==> src/rtl/cnt_job_sequencer.sv <==
// Job sequencer for the ring counter: queues count requests and issues them one at a time,
// keeping enable low for a fixed gap between jobs and flagging a counter that never finishes.
module cnt_job_sequencer #(
    parameter int CNT_W     = 8,
    parameter int DEPTH     = 4,
    parameter int GAP_CYC   = 2,
    parameter int WD_MARGIN = 4
) (
    input  logic                     clk,
    input  logic                     rst_n,
    input  logic                     req_valid_i,
    output logic                     req_ready_o,
    input  logic [CNT_W-1:0]         req_num_i,
    output logic                     cnt_en_o,
    output logic [CNT_W-1:0]         cnt_num_o,
    input  logic                     cnt_done_i,
    output logic                     job_done_o,
    output logic                     wd_err_o,
    output logic                     busy_o,
    output logic [$clog2(DEPTH):0]   fifo_lvl_o
);

    localparam int AW = $clog2(DEPTH);
    localparam int LW = AW + 1;
    localparam int GW = (GAP_CYC > 1) ? $clog2(GAP_CYC) : 1;

    typedef enum logic [1:0] {S_IDLE, S_LOAD, S_RUN, S_GAP} state_t;

    logic [CNT_W-1:0] r_mem [DEPTH];
    logic [AW-1:0]    r_wp;
    logic [AW-1:0]    r_rp;
    logic [LW-1:0]    r_lvl;

    state_t           r_state;
    logic [CNT_W-1:0] r_num;
    logic             r_en;
    logic             r_done;
    logic             r_err;
    logic [CNT_W:0]   r_wd;
    logic [GW-1:0]    r_gap;

    logic             w_full;
    logic             w_push;
    logic             w_pop;
    logic [CNT_W:0]   w_wd_lim;
    logic [CNT_W:0]   w_wd_nxt;

    // Ready is based on the pre-pop level, so a full FIFO never accepts even when popping.
    assign w_full   = (r_lvl == LW'(DEPTH));
    assign w_push   = req_valid_i & ~w_full;
    assign w_pop    = (r_state == S_IDLE) && (r_lvl != '0);
    assign w_wd_lim = {1'b0, r_num} + (CNT_W+1)'(WD_MARGIN);
    assign w_wd_nxt = r_wd + 1'b1;

    assign req_ready_o = ~w_full;
    assign fifo_lvl_o  = r_lvl;
    assign busy_o      = (r_state != S_IDLE) || (r_lvl != '0);
    assign cnt_en_o    = r_en;
    assign cnt_num_o   = r_num;
    assign job_done_o  = r_done;
    assign wd_err_o    = r_err;

    always_ff @(posedge clk) begin
        if (w_push) begin
            r_mem[r_wp] <= req_num_i;
        end
    end

    always_ff @(posedge clk or negedge rst_n) begin
        if (!rst_n) begin
            r_wp  <= '0;
            r_rp  <= '0;
            r_lvl <= '0;
        end else begin
            if (w_push) begin
                r_wp <= r_wp + 1'b1;
            end
            if (w_pop) begin
                r_rp <= r_rp + 1'b1;
            end
            case ({w_push, w_pop})
                2'b10:   r_lvl <= r_lvl + 1'b1;
                2'b01:   r_lvl <= r_lvl - 1'b1;
                default: r_lvl <= r_lvl;
            endcase
        end
    end

    // Watchdog limit is compared one bit wider than the count so num+margin cannot wrap.
    always_ff @(posedge clk or negedge rst_n) begin
        if (!rst_n) begin
            r_state <= S_IDLE;
            r_num   <= '0;
            r_en    <= 1'b0;
            r_done  <= 1'b0;
            r_err   <= 1'b0;
            r_wd    <= '0;
            r_gap   <= '0;
        end else begin
            r_done <= 1'b0;
            case (r_state)
                S_IDLE: begin
                    if (w_pop) begin
                        r_num   <= r_mem[r_rp];
                        r_state <= S_LOAD;
                    end
                end
                S_LOAD: begin
                    if (r_num == '0) begin
                        r_done  <= 1'b1;
                        r_gap   <= '0;
                        r_state <= S_GAP;
                    end else begin
                        r_en    <= 1'b1;
                        r_wd    <= '0;
                        r_state <= S_RUN;
                    end
                end
                S_RUN: begin
                    if (cnt_done_i) begin
                        r_en    <= 1'b0;
                        r_done  <= 1'b1;
                        r_gap   <= '0;
                        r_state <= S_GAP;
                    end else if (w_wd_nxt >= w_wd_lim) begin
                        r_err   <= 1'b1;
                        r_en    <= 1'b0;
                        r_done  <= 1'b1;
                        r_gap   <= '0;
                        r_state <= S_GAP;
                    end else begin
                        r_wd <= w_wd_nxt;
                    end
                end
                S_GAP: begin
                    if (r_gap == GW'(GAP_CYC - 1)) begin
                        r_state <= S_IDLE;
                    end else begin
                        r_gap <= r_gap + 1'b1;
                    end
                end
                default: r_state <= S_IDLE;
            endcase
        end
    end

endmodule

==> config.mk <==
export PLATFORM = sky130hd
export DESIGN_NAME = cnt_job_sequencer
export DESIGN_NICKNAME = d
export VERILOG_FILES = /design/src/rtl/cnt_job_sequencer.sv
export SDC_FILE = /design/constraint.sdc
export NUM_CORES = 1
export LEC_CHECK = 0
export ABC_CLOCK_PERIOD_IN_PS = 2350
export CAP_MARGIN = 10
export CELL_PAD_IN_SITES_DETAIL_PLACEMENT = 1
export CELL_PAD_IN_SITES_GLOBAL_PLACEMENT = 1
export CORE_MARGIN = 3
export CORE_UTILIZATION = 30
export DETAILED_ROUTE_END_ITERATION = 7
export PLACE_DENSITY = 0.6
export SYNTH_ARGS = -nofsm -noshare
export SYNTH_HDL_FRONTEND = slang
export SYNTH_SLANG_ARGS = --single-unit
==> constraint.sdc <==
create_clock -name clk -period 2.35 [get_ports clk]
set_input_delay 0.5875 -clock clk [delete_from_list [all_inputs] [get_ports clk]]
set_output_delay 0.5875 -clock clk [all_outputs]
set_load 0.01 [all_outputs]
==> out/qor.txt, run 1 <==
Status: complete, but fails checks
Failing checks: setup timing
Mapped cell area: 3241 sq um
CTS sink cnt: 62
Max clock buf depth: 2
Mean post-synth cell area: 12.51 sq um
# rows: 37
Root Driver: clkbuf_8
Area of placed instances: 3914 sq um
Xor and xnor area share after synthesis: 0.04595
LEAKAGE: 1.759 nW
Sw frac: 0.3651
Final setup viols: 15
Detailed placement HPWL: 5414 microns
RSZ-0062 raised after global routing: yes
Number of enable flip-flop cells after synthesis: 32
Worst Setup Path Type: reg2reg
Adder and majority cell fraction of the synthesized area: 0.09112
Fin area: 4324 sq um
Starting DRT DRC Count: 83
Grt ovf: 0
Die area: 12080 sq um
Die H: 109.9 microns
Top-Level Pins: 28
Syn Nets: 294
Sequential-to-total area share from yosys stat: 0.5282
Pin count of the biggest net entering global routing: 31
Post-Synth Simple-Gate Area: 0.1313
Clk slew on worst S/H paths: 0.08 ns
DP Cell Count: 446
Initial antenna violation count: 0
Later-pin clock latency in the skew report: 0.34 ns
Clock Power Share: 0.211
Rel. slew slack: 0.6261
Worst EP arrival: 2.81 ns
Final worst setup slack: -0.2298 ns
Die Span X: 109.9 microns
Worst Skew: 0.01209 ns
Max-cap violations: 0
Routed len/inst: 16.61 microns
Post-synth top flop: edfxtp_1
DR vias/cell: 4.934
Number of global-route vias before repair: 2493
Final Hold Fails: 0
GRT Overall Usage: 0.1407
Sequential fraction of design power: 0.334
Crit path launch type: flip-flop
Total Nets Final: 363
Worst VDD drop: 0.0004635 V
Routed vias: 2314
Required @ worst endpoint: 2.58 ns
I/O Buffers: 27
Synth async-reset ratio: 0.4839
Routed WL: 7791 microns
Final Cycle Share: 1.098
Slew Viols, Final: 0
First-pass GRT wire length: 12860 microns
Synth Register Bits: 62
Post-synth cell types: 42
ANT cells: 0
Layout cells sized above 1: 0.3123
TritonCTS clock tree: built
Comb power frac: 0.455
CORE AREA: 10420 sq um
DR DRC count: 0
Synth-to-layout area growth: 33.44%
Total Power: 5.220 mW
Effective utilization at floorplan: 0.3111
Sw Pwr: 1.906 mW
Post-DRT Antenna Nets: 0
Pint: 3.315 mW
Mux contribution to synthesized area: 0.09035
Tmin final: 2.580 ns
Crit path capture type: flip-flop
Final cell count without fillers: 469
Hold Path Class: reg2reg
Num CTS Buffers: 9
Synth Area in Compound Gates: 0.08031
H-tree lvl count: 3
Pre-Repair DR Iteration Count: 4
Worst Max-Slew Pin Slew: 0.5608 ns
GPL Wtd Cong: 0.7844
Fmax: 387.6 MHz
Combinational family with the most area after synthesis: simple AND/OR/NAND/NOR gates
Final TNS setup: -2.368 ns
CP max FO: 4
Power Density: 1207 nW/um^2
Cells after Synth: 259
Yosys warns: 0
==> critical path, stage by stage (launching register included) <==
cell      delay [ns]
dfrtp_1         0.41
ha_4            0.15
and3_1          0.17
nand4_1         0.14
xnor2_1         0.18
ha_1            0.34
nand4_1         0.15
nor2_2          0.17
a211oi_2        0.09
buf_4           0.18
a31oi_4         0.18
mux2_4          0.31
==> worst paths after layout <==
kind / slack, ns / endpoint / startpoint / depth (start not counted)
max: -0.23 / r_state[1] / r_wd[1] / 11
min: 0.48 / wd_err_o / wd_err_o / 1
max reg2reg: -0.23 / r_state[1] / r_wd[1] / 11
min reg2reg: 0.48 / wd_err_o / wd_err_o / 1
max in group asynchronous: 1.39 / cnt_num_o[2] / rst_n / 2
min in group asynchronous: 0.65 / job_done_o / rst_n / 2
==> routing by layer <==
metal / up-vias / share of wire / track usage
li1: 1105 / - / -
met1: 1176 / 0.44 / 0.1712
met2: 26 / 0.53 / 0.2496
met3: 7 / 0.025 / 0.03171
met4: 0 / 0.0076 / 0.03740
met5: - / 0 / 0
==> cells by family after synthesis <==
kind of cell / count (synthesis)
multiplexers: 18
buffers and inverters: 27
XOR/XNOR: 17
AND/OR/NAND/NOR: 76
flip-flops: 62
AO/OA/AOI/OAI: 36
adder cells (fa/ha/maj): 23
==> synthesized netlist by cell type, drive strengths merged (2+ instances only) <==
master / number / share of area
mux4: 8 / 0.056
nor2: 5 / 0.0058
xor2: 5 / 0.014
buf: 4 / 0.0062
o21ai: 8 / 0.016
o221ai: 2 / 0.0054
xnor2: 12 / 0.032
dfrtp: 30 / 0.23
o311ai: 6 / 0.016
edfxtp: 32 / 0.30
nor2b: 2 / 0.0039
nand3: 16 / 0.025
nand2b: 2 / 0.0039
nand4: 10 / 0.021
ha: 22 / 0.085
mux2: 10 / 0.035
inv: 15 / 0.017
a211o: 2 / 0.0054
nand2: 19 / 0.022
a31oi: 4 / 0.0077
nor4: 2 / 0.0077
and3: 8 / 0.016
and2: 3 / 0.0058
a21oi: 7 / 0.011
clkbuf: 8 / 0.0093
a31o: 2 / 0.0054
nor3b: 6 / 0.014
==> layout by cell type (no fill, tap or decap), types with 5 or more instances in the layout <==
cell type,instances
inv_1,14
edfxtp_1,32
mux4_2,8
nand4_1,9
clkbuf_8,9
mux2_2,8
clkdlybuf4s50_1,27
nand2_1,19
a21oi_1,5
ha_1,21
nand3_1,14
nor3b_1,6
buf_4,42
xnor2_1,12
dfrtp_1,30
and3_1,7
==> stage by stage <==
step	hold slack (ns)	utilization	setup WS [ns]
4_1_cts	0.4810	0.4091	-0.2136
6_report	0.4762	0.4151	-0.2298
2_1_floorplan	0.2919	-	-0.07666
3_5_place_dp	0.4625	0.3757	-0.3103
5_1_grt	0.5094	0.4151	-0.3749
3_3_place_gp	0.4561	0.3757	-0.1522
==> power by group through the flow <==
stage                     clock network, mW  registers [mW]  logic [mW]
after floorplan                           0            1.73        1.31
after global placement                    0            1.77        2.12
after detailed placement                  0            1.78        2.17
after CTS                              1.13            1.76        2.34
after global routing                   1.19            1.81        2.64
final                                  1.10            1.74        2.38
==> sequential cells by signal, summed over array words and instances (netlist names) <==
signal and cells:
r_mem 32, r_wd 9, cnt_num_o 8, r_wp 2, fifo_lvl_o 3, r_rp 2
r_gap 1, cnt_en_o 1, r_state 2, job_done_o 1, wd_err_o 1
==> repair_timing <==
action / in CTS / in global routing
endpoints found under the setup margin: 15 / 17
pin swaps: 7 / 0
setup buffers: 3 / 4
resized for setup: 20 / 5
gates cloned: 0 / 0
hold buffers: 0 / 0
==> final cells by class <==
class	instances	area, sq um
clock inverter	7	102.6
tap	136	170.2
clock buffer	9	123.9
timing repair buffer	70	596.8
inverter	15	56.30
multi-input combinational	170	1563
sequential	62	1712
fill	1103	6092
No activity file was read; power rests on OpenSTA's default activity.
==> run 2, diff against run 1 <==
SKIP_CTS_REPAIR_TIMING = 1   (was not set)
==> run 2 against run 1 <==
  * The run still ends with setup timing left
  * Critical path depth unchanged
  * Sequential share of layout area grew 0.74 points
  * Cell area is 1.8% lower
  * Wire length fell by 3.1%
  * Total power down 3.3%
  * Setup slack got worse by 0.022 ns
  * Non-clock buffer count is 4 lower
  * Die area unchanged
  * Combinational power down 8%
  * Critical endpoint is now r_wd[2]
  * Largest power group unchanged
==> out/qor.txt, run 2 (synthesis gave the netlist of run 1 again) <==
Later-pin clock latency in the skew report: 0.34 ns (about the same)
Effective utilization at floorplan: 0.3111 (unchanged)
Die H: 109.9 microns (unchanged)
Total Nets Final: 359 (-1.1%)
GRT Overall Usage: 0.1370 (-0.003723)
Met3 usage: 0.03171 (unchanged)
Grt ovf: 0 (unchanged)
CP max FO: 4 (unchanged)
Routed WL: 7551 microns (-3.1%)
Cell Chain, Critical Path: ha_4 -> and3_4 -> nand4_1 -> xnor2_2 -> ha_4 -> a21oi_2 -> o21ai_2 -> a211oi_2 -> buf_4 -> a31oi_1 -> a211o_1
Pin count of the biggest net entering global routing: 31 (unchanged)
Clk slew on worst S/H paths: 0.08 ns (about the same)
Worst Setup Path Type: reg2reg
Routed len/inst: 16.24 microns (-2.2%)
Slew Viols, Final: 0 (unchanged)
Worst VDD drop: 0.0004644 V (+0.21%)
Detailed placement HPWL: 5414 microns (unchanged)
Worst Skew: 0.01314 ns (+0.001046 ns)
LEAKAGE: 1.740 nW (-1.1%)
Most frequent cells in the layout: buf_4, edfxtp_1, dfrtp_1
Hold Path Class: reg2reg
Largest reg by FF count: r_mem
Required @ worst endpoint: 2.58 ns (about the same)
Rel. slew slack: 0.6218 (-0.004306)
Final worst setup slack: -0.2515 ns (-0.02174 ns)
Final Cycle Share: 1.107 (+0.009252)
Worst Max-Slew Pin Slew: 0.5673 ns (+0.006459 ns)
CORE AREA: 10420 sq um (unchanged)
Most used cell, CP: ha_4
Fmax: 384.4 MHz (-0.84%)
Routed vias: 2308 (-0.26%)
Worst EP arrival: 2.83 ns (+0.02 ns)
Crit path launch type: flip-flop
Crit-path max cell delay: 0.41 ns (about the same)
Die Span X: 109.9 microns (unchanged)
Tmin final: 2.601 ns (+0.02174 ns)
GR peak layer: met2
RSZ-0062 raised after global routing: yes
Crit path capture type: flip-flop
GPL Wtd Cong: 0.7844 (unchanged)
Final Hold Fails: 0 (unchanged)
Failing checks: setup timing
Most common cell after layout, fill and taps aside: buf_4
Final TNS setup: -2.731 ns (-0.3624 ns)
CTS sink cnt: 62 (unchanged)
Layout cells sized above 1: 0.2948 (-0.01748)
Status: complete, but fails checks
Max clock buf depth: 2 (unchanged)
TritonCTS clock tree: built
Initial antenna violation count: 0 (unchanged)
Grt met1 use: 0.1645 (-0.006669)
Top-Level Pins: 28 (unchanged)
Global Route met2 Usage: 0.2444 (-0.005199)
DR vias/cell: 4.963 (+0.60%)
Post-DRT Antenna Nets: 0 (unchanged)
Power Density: 1189 nW/um^2 (-1.5%)
Final Hold Slack: 0.4766 ns (+0.0003350 ns)
ANT cells: 0 (unchanged)
Max reg flops: 32 (unchanged)
Fillers: 1109 (+0.54%)
CP max-delay cell: dfrtp_1
First-pass GRT wire length: 12560 microns (-2.4%)
Setup WS pre-CTS: -0.3103 ns (unchanged)
Starting DRT DRC Count: 70 (-16%)
Max-cap violations: 0 (unchanged)
I/O Buffers: 27 (unchanged)
Number of global-route vias before repair: 2470 (-0.92%)
Pre-Repair DR Iteration Count: 6 (+2)
DR DRC count: 0 (unchanged)
Num CTS Buffers: 9 (unchanged)
Final setup viols: 15 (unchanged)
# rows: 37 (unchanged)
Synth-to-layout area growth: 31.00%
H-tree lvl count: 3 (unchanged)
Die area: 12080 sq um (unchanged)
Root Driver: clkbuf_8
-- run 2: changes by cell type in the layout (fill, tap and decap cells not counted), sizes merged --
cell	change
buf	-4
-- run 2: worst paths after layout --
check | start | end | slack, ns | cells after the start
worst max-delay path | r_wd[1] | r_wd[2] | -0.25 | 11
worst min-delay path | wd_err_o | wd_err_o | 0.48 | 1
worst max register to register | r_wd[1] | r_wd[2] | -0.25 | 11
worst min register to register | wd_err_o | wd_err_o | 0.48 | 1
max in group asynchronous | rst_n | r_rp[1] | 1.39 | 2
min in group asynchronous | rst_n | job_done_o | 0.65 | 2
-- run 2: area by class of cell --
class / count / area [sq um] / area share
Sequential cell: 62 / 1712 / 0.4032
Timing Repair Buffer: 66 / 563.0 / 0.1326
Multi-Input combinational cell: 170 / 1518 / 0.3575
Clock inverter: 7 / 102.6 / 0.02417
Clock buffer: 9 / 123.9 / 0.02918
Tap cell: 136 / 170.2 / 0.04008
Inverter: 15 / 56.30 / 0.01326
-- run 2: worst max-delay path, delay by kind of cell (launching register included) --
family,cells,cell delay (ns)
and+or+nand+nor,2,0.34
AOI/OAI and AO/OA,5,0.90
DFF,1,0.41
adders and majority gates,2,0.41
buffers and inverters,1,0.19
xor gates and xnor gates,1,0.25
-- run 2: metal layers --
| metal | part of all wire | routed length (microns) |
|---|---|---|
| met1 | 0.44 | 3313 |
| met2 | 0.53 | 3971 |
| met3 | 0.027 | 203 |
| met4 | 0.0082 | 62 |
| met5 | 0 | 0 |
-- run 2: stage by stage --
step	area, sq um	power (mW)	utilization	std cells
6_report	4245	5.050	0.4076	465
5_1_grt	4245	5.450	0.4076	465
4_1_cts	4140	5.070	0.3975	462
3_5_place_dp	3914	3.953	0.3757	446
3_3_place_gp	3914	3.891	0.3757	446
2_1_floorplan	3262	3.043	-	259
-- run 2: power by group --
group	internal [mW]	switching [mW]	leakage (nW)	total, mW
clock	0.613	0.486	0.111	1.10
combinational	1.14	1.06	0.961	2.20
sequential	1.47	0.281	0.668	1.75
